<file path="config.mk">
export PLATFORM = sky130hd
export DESIGN_NAME = cond_resolve_unit
export DESIGN_NICKNAME = d
export VERILOG_FILES = /design/src/rtl/cond_resolve_unit_pkg.sv /design/src/rtl/cond_resolve_unit_cond_eval.sv /design/src/rtl/cond_resolve_unit.sv
export SDC_FILE = /design/constraint.sdc
export NUM_CORES = 1
export LEC_CHECK = 0
export CORE_MARGIN = 1.5
export CORE_UTILIZATION = 50
export DETAILED_ROUTE_END_ITERATION = 8
export PLACE_DENSITY = 0.8
export SYNTH_ARGS = -nofsm -noshare
export SYNTH_HDL_FRONTEND = slang
export SYNTH_SLANG_ARGS = --single-unit
</file>
<file path="constraint.sdc">
create_clock -name clk -period 3.4 [get_ports clk]
set_clock_uncertainty 0.15 [all_clocks]
set_input_delay 0.85 -clock clk [delete_from_list [all_inputs] [get_ports clk]]
set_output_delay 0.85 -clock clk [all_outputs]
set_load 0.03 [all_outputs]
</file>
<file path="src/rtl/cond_resolve_unit_pkg.sv">
// cond_resolve_unit_pkg: shared condition-code, FSM state and flag types.
package cond_resolve_unit_pkg;
  typedef enum logic [3:0] {
    COND_EQ, COND_NE, COND_HS, COND_LO, COND_MI, COND_PL, COND_VS, COND_VC,
    COND_HI, COND_LS, COND_GE, COND_LT, COND_GT, COND_LE, COND_AL, COND_NV
  } cond_e;
  typedef enum logic [1:0] {IDLE, WAIT, RESP} state_e;
  typedef struct packed {
    logic n;
    logic z;
    logic v;
    logic c;
  } nzvc_t;
endpackage

</file>
<file path="src/rtl/cond_resolve_unit_cond_eval.sv">
// cond_eval: combinational ARM condition-code evaluation against NZVC flags.
module cond_eval
  import cond_resolve_unit_pkg::*;
(
  input  nzvc_t      flags_i,
  input  logic [3:0] cond_i,
  output logic       taken_o
);
  always_comb begin
    taken_o = 1'b1;
    case (cond_e'(cond_i))
      COND_EQ: taken_o = flags_i.z;
      COND_NE: taken_o = !flags_i.z;
      COND_HS: taken_o = flags_i.c;
      COND_LO: taken_o = !flags_i.c;
      COND_MI: taken_o = flags_i.n;
      COND_PL: taken_o = !flags_i.n;
      COND_VS: taken_o = flags_i.v;
      COND_VC: taken_o = !flags_i.v;
      COND_HI: taken_o = flags_i.c && !flags_i.z;
      COND_LS: taken_o = !(flags_i.c && !flags_i.z);
      COND_GE: taken_o = flags_i.n == flags_i.v;
      COND_LT: taken_o = flags_i.n != flags_i.v;
      COND_GT: taken_o = !flags_i.z && (flags_i.n == flags_i.v);
      COND_LE: taken_o = !(!flags_i.z && (flags_i.n == flags_i.v));
      default: taken_o = 1'b1;
    endcase
  end
endmodule

</file>
<file path="src/rtl/cond_resolve_unit.sv">
// cond_resolve_unit: resolves B.cond and CBZ/CBNZ requests against forwarded or stored NZVC flags.
module cond_resolve_unit
  import cond_resolve_unit_pkg::*;
#(
  parameter int CNT_W = 16
) (
  input  logic             clk,
  input  logic             reset,
  input  logic             negativeC,
  input  logic             zeroC,
  input  logic             overflowC,
  input  logic             carry_outC,
  input  logic             fwd_en,
  input  logic             fwd_n,
  input  logic             fwd_z,
  input  logic             fwd_v,
  input  logic             fwd_c,
  input  logic             flags_pending,
  input  logic             req_valid,
  output logic             req_ready,
  input  logic [3:0]       req_cond,
  input  logic             req_is_cbz,
  input  logic             req_cbnz,
  input  logic             req_rt_zero,
  input  logic             req_pred,
  output logic             res_valid,
  input  logic             res_ready,
  output logic             res_taken,
  output logic             res_mispredict,
  output logic [CNT_W-1:0] taken_cnt,
  output logic [CNT_W-1:0] mispred_cnt
);
  state_e           state_q, state_d;
  logic [3:0]       cond_q, cond_d;
  logic             cbz_q, cbz_d, cbnz_q, cbnz_d, rtz_q, rtz_d, pred_q, pred_d;
  logic             taken_q, taken_d, mis_q, mis_d;
  logic [CNT_W-1:0] tcnt_q, tcnt_d, mcnt_q, mcnt_d;
  nzvc_t            flags;
  logic             idle, cond_taken, eval_taken, can_eval;
  logic [3:0]       cur_cond;
  logic             cur_cbz, cur_cbnz, cur_rtz, cur_pred;

  assign idle     = state_q == IDLE;
  // In IDLE the live request is evaluated; in WAIT the captured copy is.
  assign cur_cond = idle ? req_cond : cond_q;
  assign cur_cbz  = idle ? req_is_cbz : cbz_q;
  assign cur_cbnz = idle ? req_cbnz : cbnz_q;
  assign cur_rtz  = idle ? req_rt_zero : rtz_q;
  assign cur_pred = idle ? req_pred : pred_q;
  assign flags    = fwd_en ? {fwd_n, fwd_z, fwd_v, fwd_c} : {negativeC, zeroC, overflowC, carry_outC};

  cond_eval u_eval (.flags_i(flags), .cond_i(cur_cond), .taken_o(cond_taken));

  assign eval_taken = cur_cbz ? cur_rtz ^ cur_cbnz : cond_taken;
  assign can_eval   = cur_cbz || !flags_pending;

  always_comb begin
    state_d = state_q;
    cond_d  = cond_q;
    cbz_d   = cbz_q;
    cbnz_d  = cbnz_q;
    rtz_d   = rtz_q;
    pred_d  = pred_q;
    taken_d = taken_q;
    mis_d   = mis_q;
    tcnt_d  = tcnt_q;
    mcnt_d  = mcnt_q;
    case (state_q)
      IDLE: if (req_valid) begin
        cond_d  = req_cond;
        cbz_d   = req_is_cbz;
        cbnz_d  = req_cbnz;
        rtz_d   = req_rt_zero;
        pred_d  = req_pred;
        state_d = can_eval ? RESP : WAIT;
      end
      WAIT: if (can_eval) state_d = RESP;
      RESP: if (res_ready) begin
        state_d = IDLE;
        tcnt_d  = tcnt_q + CNT_W'(taken_q && !(&tcnt_q));
        mcnt_d  = mcnt_q + CNT_W'(mis_q && !(&mcnt_q));
      end
      default: state_d = IDLE;
    endcase
    if (((idle && req_valid) || state_q == WAIT) && can_eval) begin
      taken_d = eval_taken;
      mis_d   = eval_taken ^ cur_pred;
    end
  end

  always_ff @(posedge clk) begin
    if (!reset) begin
      state_q <= IDLE;
      cond_q  <= '0;
      cbz_q   <= 1'b0;
      cbnz_q  <= 1'b0;
      rtz_q   <= 1'b0;
      pred_q  <= 1'b0;
      taken_q <= 1'b0;
      mis_q   <= 1'b0;
      tcnt_q  <= '0;
      mcnt_q  <= '0;
    end else begin
      state_q <= state_d;
      cond_q  <= cond_d;
      cbz_q   <= cbz_d;
      cbnz_q  <= cbnz_d;
      rtz_q   <= rtz_d;
      pred_q  <= pred_d;
      taken_q <= taken_d;
      mis_q   <= mis_d;
      tcnt_q  <= tcnt_d;
      mcnt_q  <= mcnt_d;
    end
  end

  assign req_ready      = idle;
  assign res_valid      = state_q == RESP;
  assign res_taken      = taken_q;
  assign res_mispredict = mis_q;
  assign taken_cnt      = tcnt_q;
  assign mispred_cnt    = mcnt_q;
endmodule

</file>
**After elaboration in Yosys (flattened, before gate mapping)**

Index checks and enable logic that the tools add are counted.

- Output and inout port bits: 36
- Register bits after elaboration: 44
- Word-level logic and storage cells: 71
- Bits of input ports: 22

- Add/sub/neg operators: 2
- Reduce and logical (&&, ||, !) cells: 24
- Bitwise gates (word level): 2
- Muxes and demuxes: 13
- Eq/ne operators: 20

Operators with widths:

| operator | count |
|---|---|
| 16-bit by 1-bit adder with 16-bit output | 2 |
| 16-bit AND reduction | 2 |
| 4-bit equality test (second input constant) | 6 |
| 4-bit by 3-bit equality test with 1-bit output (second input constant) | 4 |
| 1-bit one-hot mux with 14 select lines | 1 |
| 1-bit zero test | 9 |
| 4-bit by 2-bit equality test with 1-bit output (second input constant) | 2 |
| 2-bit 2-to-1 mux | 4 |
| 4-bit 2-to-1 mux | 2 |
| 1-bit logical AND | 6 |
| 2-bit one-hot mux with 3 select lines | 1 |
| 1-bit 2-to-1 mux | 5 |
| 4-bit by 1-bit equality test with 1-bit output (second input constant) | 1 |
| 4-bit zero test | 1 |
| 2-bit inequality test (second input constant) | 2 |
| 2-bit AND reduction | 2 |
| 3-bit AND reduction | 1 |
| 2-bit by 1-bit equality test with 1-bit output (second input constant) | 1 |
| 2-bit equality test (second input constant) | 1 |
| 2-bit zero test | 1 |
| 1-bit logical OR | 2 |
| 2-bit by 1-bit inequality test with 1-bit output (second input constant) | 1 |
| 1-bit XOR | 2 |
| 1-bit equality test | 1 |
| 1-bit inequality test | 1 |

**Depth between registers and ports, before layout**

- Depth after elaboration: 7
- Depth in mapped cells: 12
- Depth with buffers taken out: 12

**By module**

A second synthesis with hierarchy kept.

- Cells, all modules: 273
- Area total of the unflattened synthesis: 2437.3 um^2

By module, submodules not included:

| module | times used | seq. area each (um^2) | area each (um^2) | cells an instance |
|---|---|---|---|---|
| cond_resolve_unit | 1 | 880.8 | 2259.7 | 249 |
| cond_eval | 1 | 0.0 | 177.7 | 24 |

**Least setup slack after synthesis**

Ideal clock, no wire load.

- Path type: reg-to-reg
- From: register tcnt_q[6] (netlist: taken_cnt[6])
- To: register tcnt_q[13] (netlist: taken_cnt[13])
- Setup time: 0.128 ns
- Cell stages (with the launch flop): 12
- Data required time: 3.122 ns
- Arrival: 2.427 ns
- Slack: 0.695 ns
- Clock period less this slack: 2.705 ns
- Buffers on the path: 0
- Cells stage by stage: dfxtp_1 and3_1 and3_1 and4_1 nand2_1 o31a_1 ha_1 and3_1 and2_1 nand4_1 xor2_1 nor2_1

- Longest elaborated chain between the ends: 4

Ends and longest elaborated chain:

| element | line | source |
|---|---|---|
| start, declared | cond_resolve_unit.sv:37 | `logic [CNT_W-1:0] tcnt_q, tcnt_d, mcnt_q, mcnt_d;` |
| start signal, assigned | cond_resolve_unit.sv:112 | `tcnt_q <= tcnt_d;` |
| 16-bit AND reduction | cond_resolve_unit.sv:80 | `tcnt_d = tcnt_q + CNT_W'(taken_q && !(&tcnt_q));` |
| 1-bit zero test | cond_resolve_unit.sv:80 |  |
| 1-bit logical AND | cond_resolve_unit.sv:80 |  |
| 16-bit by 1-bit adder with 16-bit output (*) | cond_resolve_unit.sv:80 |  |

Every way passes the cells marked *; elsewhere a longest branch is shown, timed or not.
A chain may end at the register's enable or synchronous reset.

**Worst setup path after layout**

- From: input port fwd_en
- To: register taken_q (netlist: res_taken)

- Longest elaborated chain between the ends: 6
- Elaborated cells between the ends (all ways): 13
- Those cells by class: eq/ne (2); mux (3); reduce/logical (8)

Ends and longest elaborated chain:

| element | line | source |
|---|---|---|
| start, declared | cond_resolve_unit.sv:13 | `input logic fwd_en,` |
| 4-bit 2-to-1 mux (*) | cond_resolve_unit.sv:50 | `assign flags = fwd_en ? {fwd_n, fwd_z, fwd_v, fwd_c} : {negativeC, zeroC, overflowC, carry_outC};` |
| 1-bit equality test / 1-bit zero test (equally long branches) | -- |  |
| 1-bit logical AND, on equally long branches | -- |  |
| 1-bit zero test, on equally long branches | cond_resolve_unit_cond_eval.sv:25, cond_resolve_unit_cond_eval.sv:21 |  |
| 1-bit one-hot mux with 14 select lines (*) | cond_resolve_unit_cond_eval.sv:11 | `case (cond_e'(cond_i))` |
| 1-bit 2-to-1 mux (*) | cond_resolve_unit.sv:54 | `assign eval_taken = cur_cbz ? cur_rtz ^ cur_cbnz : cond_taken;` |
| end signal, assigned | cond_resolve_unit.sv:110 | `taken_q <= taken_d;` |
| end, declared | cond_resolve_unit.sv:36 | `logic taken_q, taken_d, mis_q, mis_d;` |

Marks and branches as above.

==> impl_metrics.csv <==
group,metric,value,unit
sta,finalCriticalPeriod,2.82,ns
synth,avgSynthCellArea,8.51,µm²
die,die_y,72.6,µm
die,rows,25,
sta,finalCritPeriodShare,0.830,
critical_path,start_kind,"input port",
clocking,clk_pin_slew,0.09,ns
die,coreArea,0.00469,mm²
clocking,hold_buffers,0,
synth,ys_ff_latch,44,
die,top_level_ports,58,
route,routedWlPerCell,14.2,µm
synth,synthMuxAreaShare,0.0640,
grt,grt_first_pass_wirelength,9510,µm
clocking,insertion_delay,0.31,ns
synth,yosysUniqueCellTypes,45,
power,max-vdd-ir-drop,0.310,mV
sta,rsz0062_at_grt,"false",
synth,synth_area_leaders,"dfxtp_1 36%, xor2_1 6.1%, nand2_1 5.1%",
critical_path,reg2reg_depth,11,
die,die_area,0.00528,mm²
clocking,numCtsBuffers,5,
power,pwr-share-clk,0.359,
critical_path,slowest_stage,"clkdlybuf4s50_1",
sta,final.setup.tns,0,ns
synth,netlist_area,0.00242,mm²
placed_design,place_area,0.00303,mm²
clocking,cts-root-buf,"clkbuf_8",
synth,synthAdderAreaFrac,0.0258,
min_path,whs_path_depth,2,
power,power,0.00114,W
grt,grt_usage,0.228,
power,internal_power,0.000837,W
layout,register_area,881,µm²
min_path,holdPathEnd,"pred_q$_SDFFE_PN0P_",
sta,slew_headroom,0.738,
grt,overflow,0,
synth,synthSimpleGateAreaFrac,0.267,
critical_path,r2r-start,"taken_cnt[6]$_SDFFE_PN0P_",
synth,synth_top_cell_by_area,"dfxtp_1",
route,postRouteAntennaNets,0,
synth,yosys_warnings,0,
power,p_leak,1.13,nW
critical_path,path_cells,"clkdlybuf4s50_1 > mux4_2 > xnor2_1 > nor4_1 > a311oi_1 > and4_4 > o41ai_2",
clocking,ctsLongestPathBuffers,2,
layout,layout-drive-gt1-share,0.0641,
grt,grt_pass1_vias,2070,
layout,syn_to_final_growth,29.6,%
route,drc,0,
grt,grt_max_degree,36,
critical_path,r2r_slack,0.59,ns
sta,finalSetupViolations,0,
power,comb_power_share,0.164,
synth,ys_seq_area_frac,0.363,
layout,final_cell_area,0.00314,mm²
route,wl,5630,µm
run,drv_cap,0,
synth,yosysMostFrequentCell,"dfxtp_1",
synth,synth_fp_nets,312,
critical_path,worstPathMaxFanout,3,
outcome,run_status,"finished, final reports clean",
min_path,hold_path.class,"register to register",
layout,multi_input_area,0.00145,mm²
placed_design,pre_cts_ws,0.240,ns
route,firstDrtPassIters,4,
synth,synth_compound_area_frac,0.133,
synth,netlist_instances,285,
grt,antenna_found_initial,0,
clocking,h-tree-depth,2,
layout,antenna_cells,0,
route,via_per_inst,5.66,
synth,synth-edff-count,0,
synth,synthXorXnorAreaFrac,0.108,
clocking,clock_sinks,44,
sta,fmax,354,MHz
sta,slew_violations,0,
critical_path,endpoint_kind,"register",
sta,hold_violations,0,
clocking,cts_setup_buffers,0,
die,start_util,0.517,
route,num_vias,2247,
synth,synthFlopType,"dfxtp_1",
critical_path,worstPathRequired,3.47,ns
synth,synth_top_family_by_area,"simple AND/OR/NAND/NOR gates",
power,power_frac_seq,0.477,
sta,fin_ws,0.578,ns
placed_design,dp_cells,389,
power,power_density,362,mW/mm²
critical_path,slowest_delay,0.56,ns
placed_design,dp_hpwl,4050,µm
placed_design,gp_congestion,0.833,
min_path,min_from,"pred_q$_SDFFE_PN0P_",
clocking,cts_resized,0,
critical_path,crit_arrival,2.89,ns
clocking,cts_tree,"done",
synth,synth_top_cell_area_share,0.363,
route,drt-initial-drc-count,135,
critical_path,critical_path_class,"input port to register",
synth,async_reset_ff_frac,0,
layout,fill_cells,420,
power,switching_share,0.264,
sta,tightest_slew,0.391,ns
die,die_w,72.6,µm
layout,fin_cells,397,
critical_path,r2r_end,"taken_cnt[15]$_SDFFE_PN0P_",
placed_design,portBuffers,57,
power,power.net_switching,0.000300,W
layout,nets,369,
synth,synth_common_cells,"44 x dfxtp_1, 33 x nand2_1, 32 x nor2_1",
layout make-up:
cell class	instances	area share
multi-input cells	223	0.462
inverters	7	0.00836
well taps	54	0.0215
flip-flops and latches	44	0.280
clock inverters	3	0.0147
repair buffers	61	0.191
clock buffers	5	0.0219
critical path: cells and delay by family:
kind	cells	cell delay, ns
and+or+nand+nor	2	0.42
muxes	1	0.54
xor gates and xnor gates	1	0.14
buffers and inverters	1	0.56
AOI/OAI and AO/OA	2	0.38
power groups by stage:
stage	sequential, W	combinational [W]	clock (W)
after floorplan	0.000554	0.000121	0
after global placement	0.000554	0.000181	0
after detailed placement	0.000554	0.000185	0
after CTS	0.000542	0.000186	0.000420
after global routing	0.000545	0.000203	0.000443
final	0.000543	0.000186	0.000408
flip-flops by register name, summed over array words and instances (netlist names):
name / count
res_taken: 1
mispred_cnt: 16
state_q: 2
cond_q: 4
pred_q: 1
taken_cnt: 16
res_mispredict: 1
cbnz_q: 1
cbz_q: 1
rtz_q: 1
worst max-delay path by stage:
stage,startpoint,to,slack (ns),cells past startpoint
after floorplan,taken_cnt[6]$_SDFFE_PN0P_,taken_cnt[13]$_SDFFE_PN0P_,0.70,11
after global placement,fwd_en,res_taken$_SDFFE_PN0P_,0.31,6
after detailed placement,fwd_en,res_taken$_SDFFE_PN0P_,0.24,7
after CTS,fwd_en,res_taken$_SDFFE_PN0P_,0.58,7
after global routing,taken_cnt[6]$_SDFFE_PN0P_,taken_cnt[15]$_SDFFE_PN0P_,0.37,11
final,fwd_en,res_taken$_SDFFE_PN0P_,0.58,7
metrics by stage:
stage,utilization,hold WS [ns]
2_1_floorplan,-,0.286
3_3_place_gp,0.645,0.291
3_5_place_dp,0.645,0.300
4_1_cts,0.670,0.312
5_1_grt,0.670,0.323
6_report,0.670,0.315
placed cells by master, fill, tap and decap left out, drive strengths merged, types with 3 or more instances in the layout:
cell	synthesis	final
buf	6	4
mux2i	11	11
nor2	32	32
nand2b	3	3
inv	7	8
xor2	17	17
xnor2	13	13
and2	7	7
and4	3	3
nor3	4	4
and3	5	5
nand3	14	14
clkdlybuf4s50	0	57
nand4	9	9
a311oi	3	3
o21ai	8	8
nand2	33	33
ha	5	5
clkbuf	5	5
dfxtp	44	44
a21oi	18	18
nor2b	3	3
a211oi	4	4
or3	9	9
cell families (layout without fill, tap and decap cells):
kind of cell / count (synthesis) / in the layout
muxes: 13 / 13
adders and majority gates: 5 / 5
and+or+nand+nor: 129 / 129
buffers and inverters: 18 / 76
DFF: 44 / 44
AOI/OAI and AO/OA: 46 / 46
xor gates and xnor gates: 30 / 30
metal layers:
layer	track usage	vias to the layer above	part of all wire
met5	0	-	0
met1	0.305	1050	0.46
met4	0.0776	0	0.017
met3	0.0497	11	0.063
li1	-	1120	-
met2	0.364	66	0.46
No activity file was read; power rests on OpenSTA's default activity.
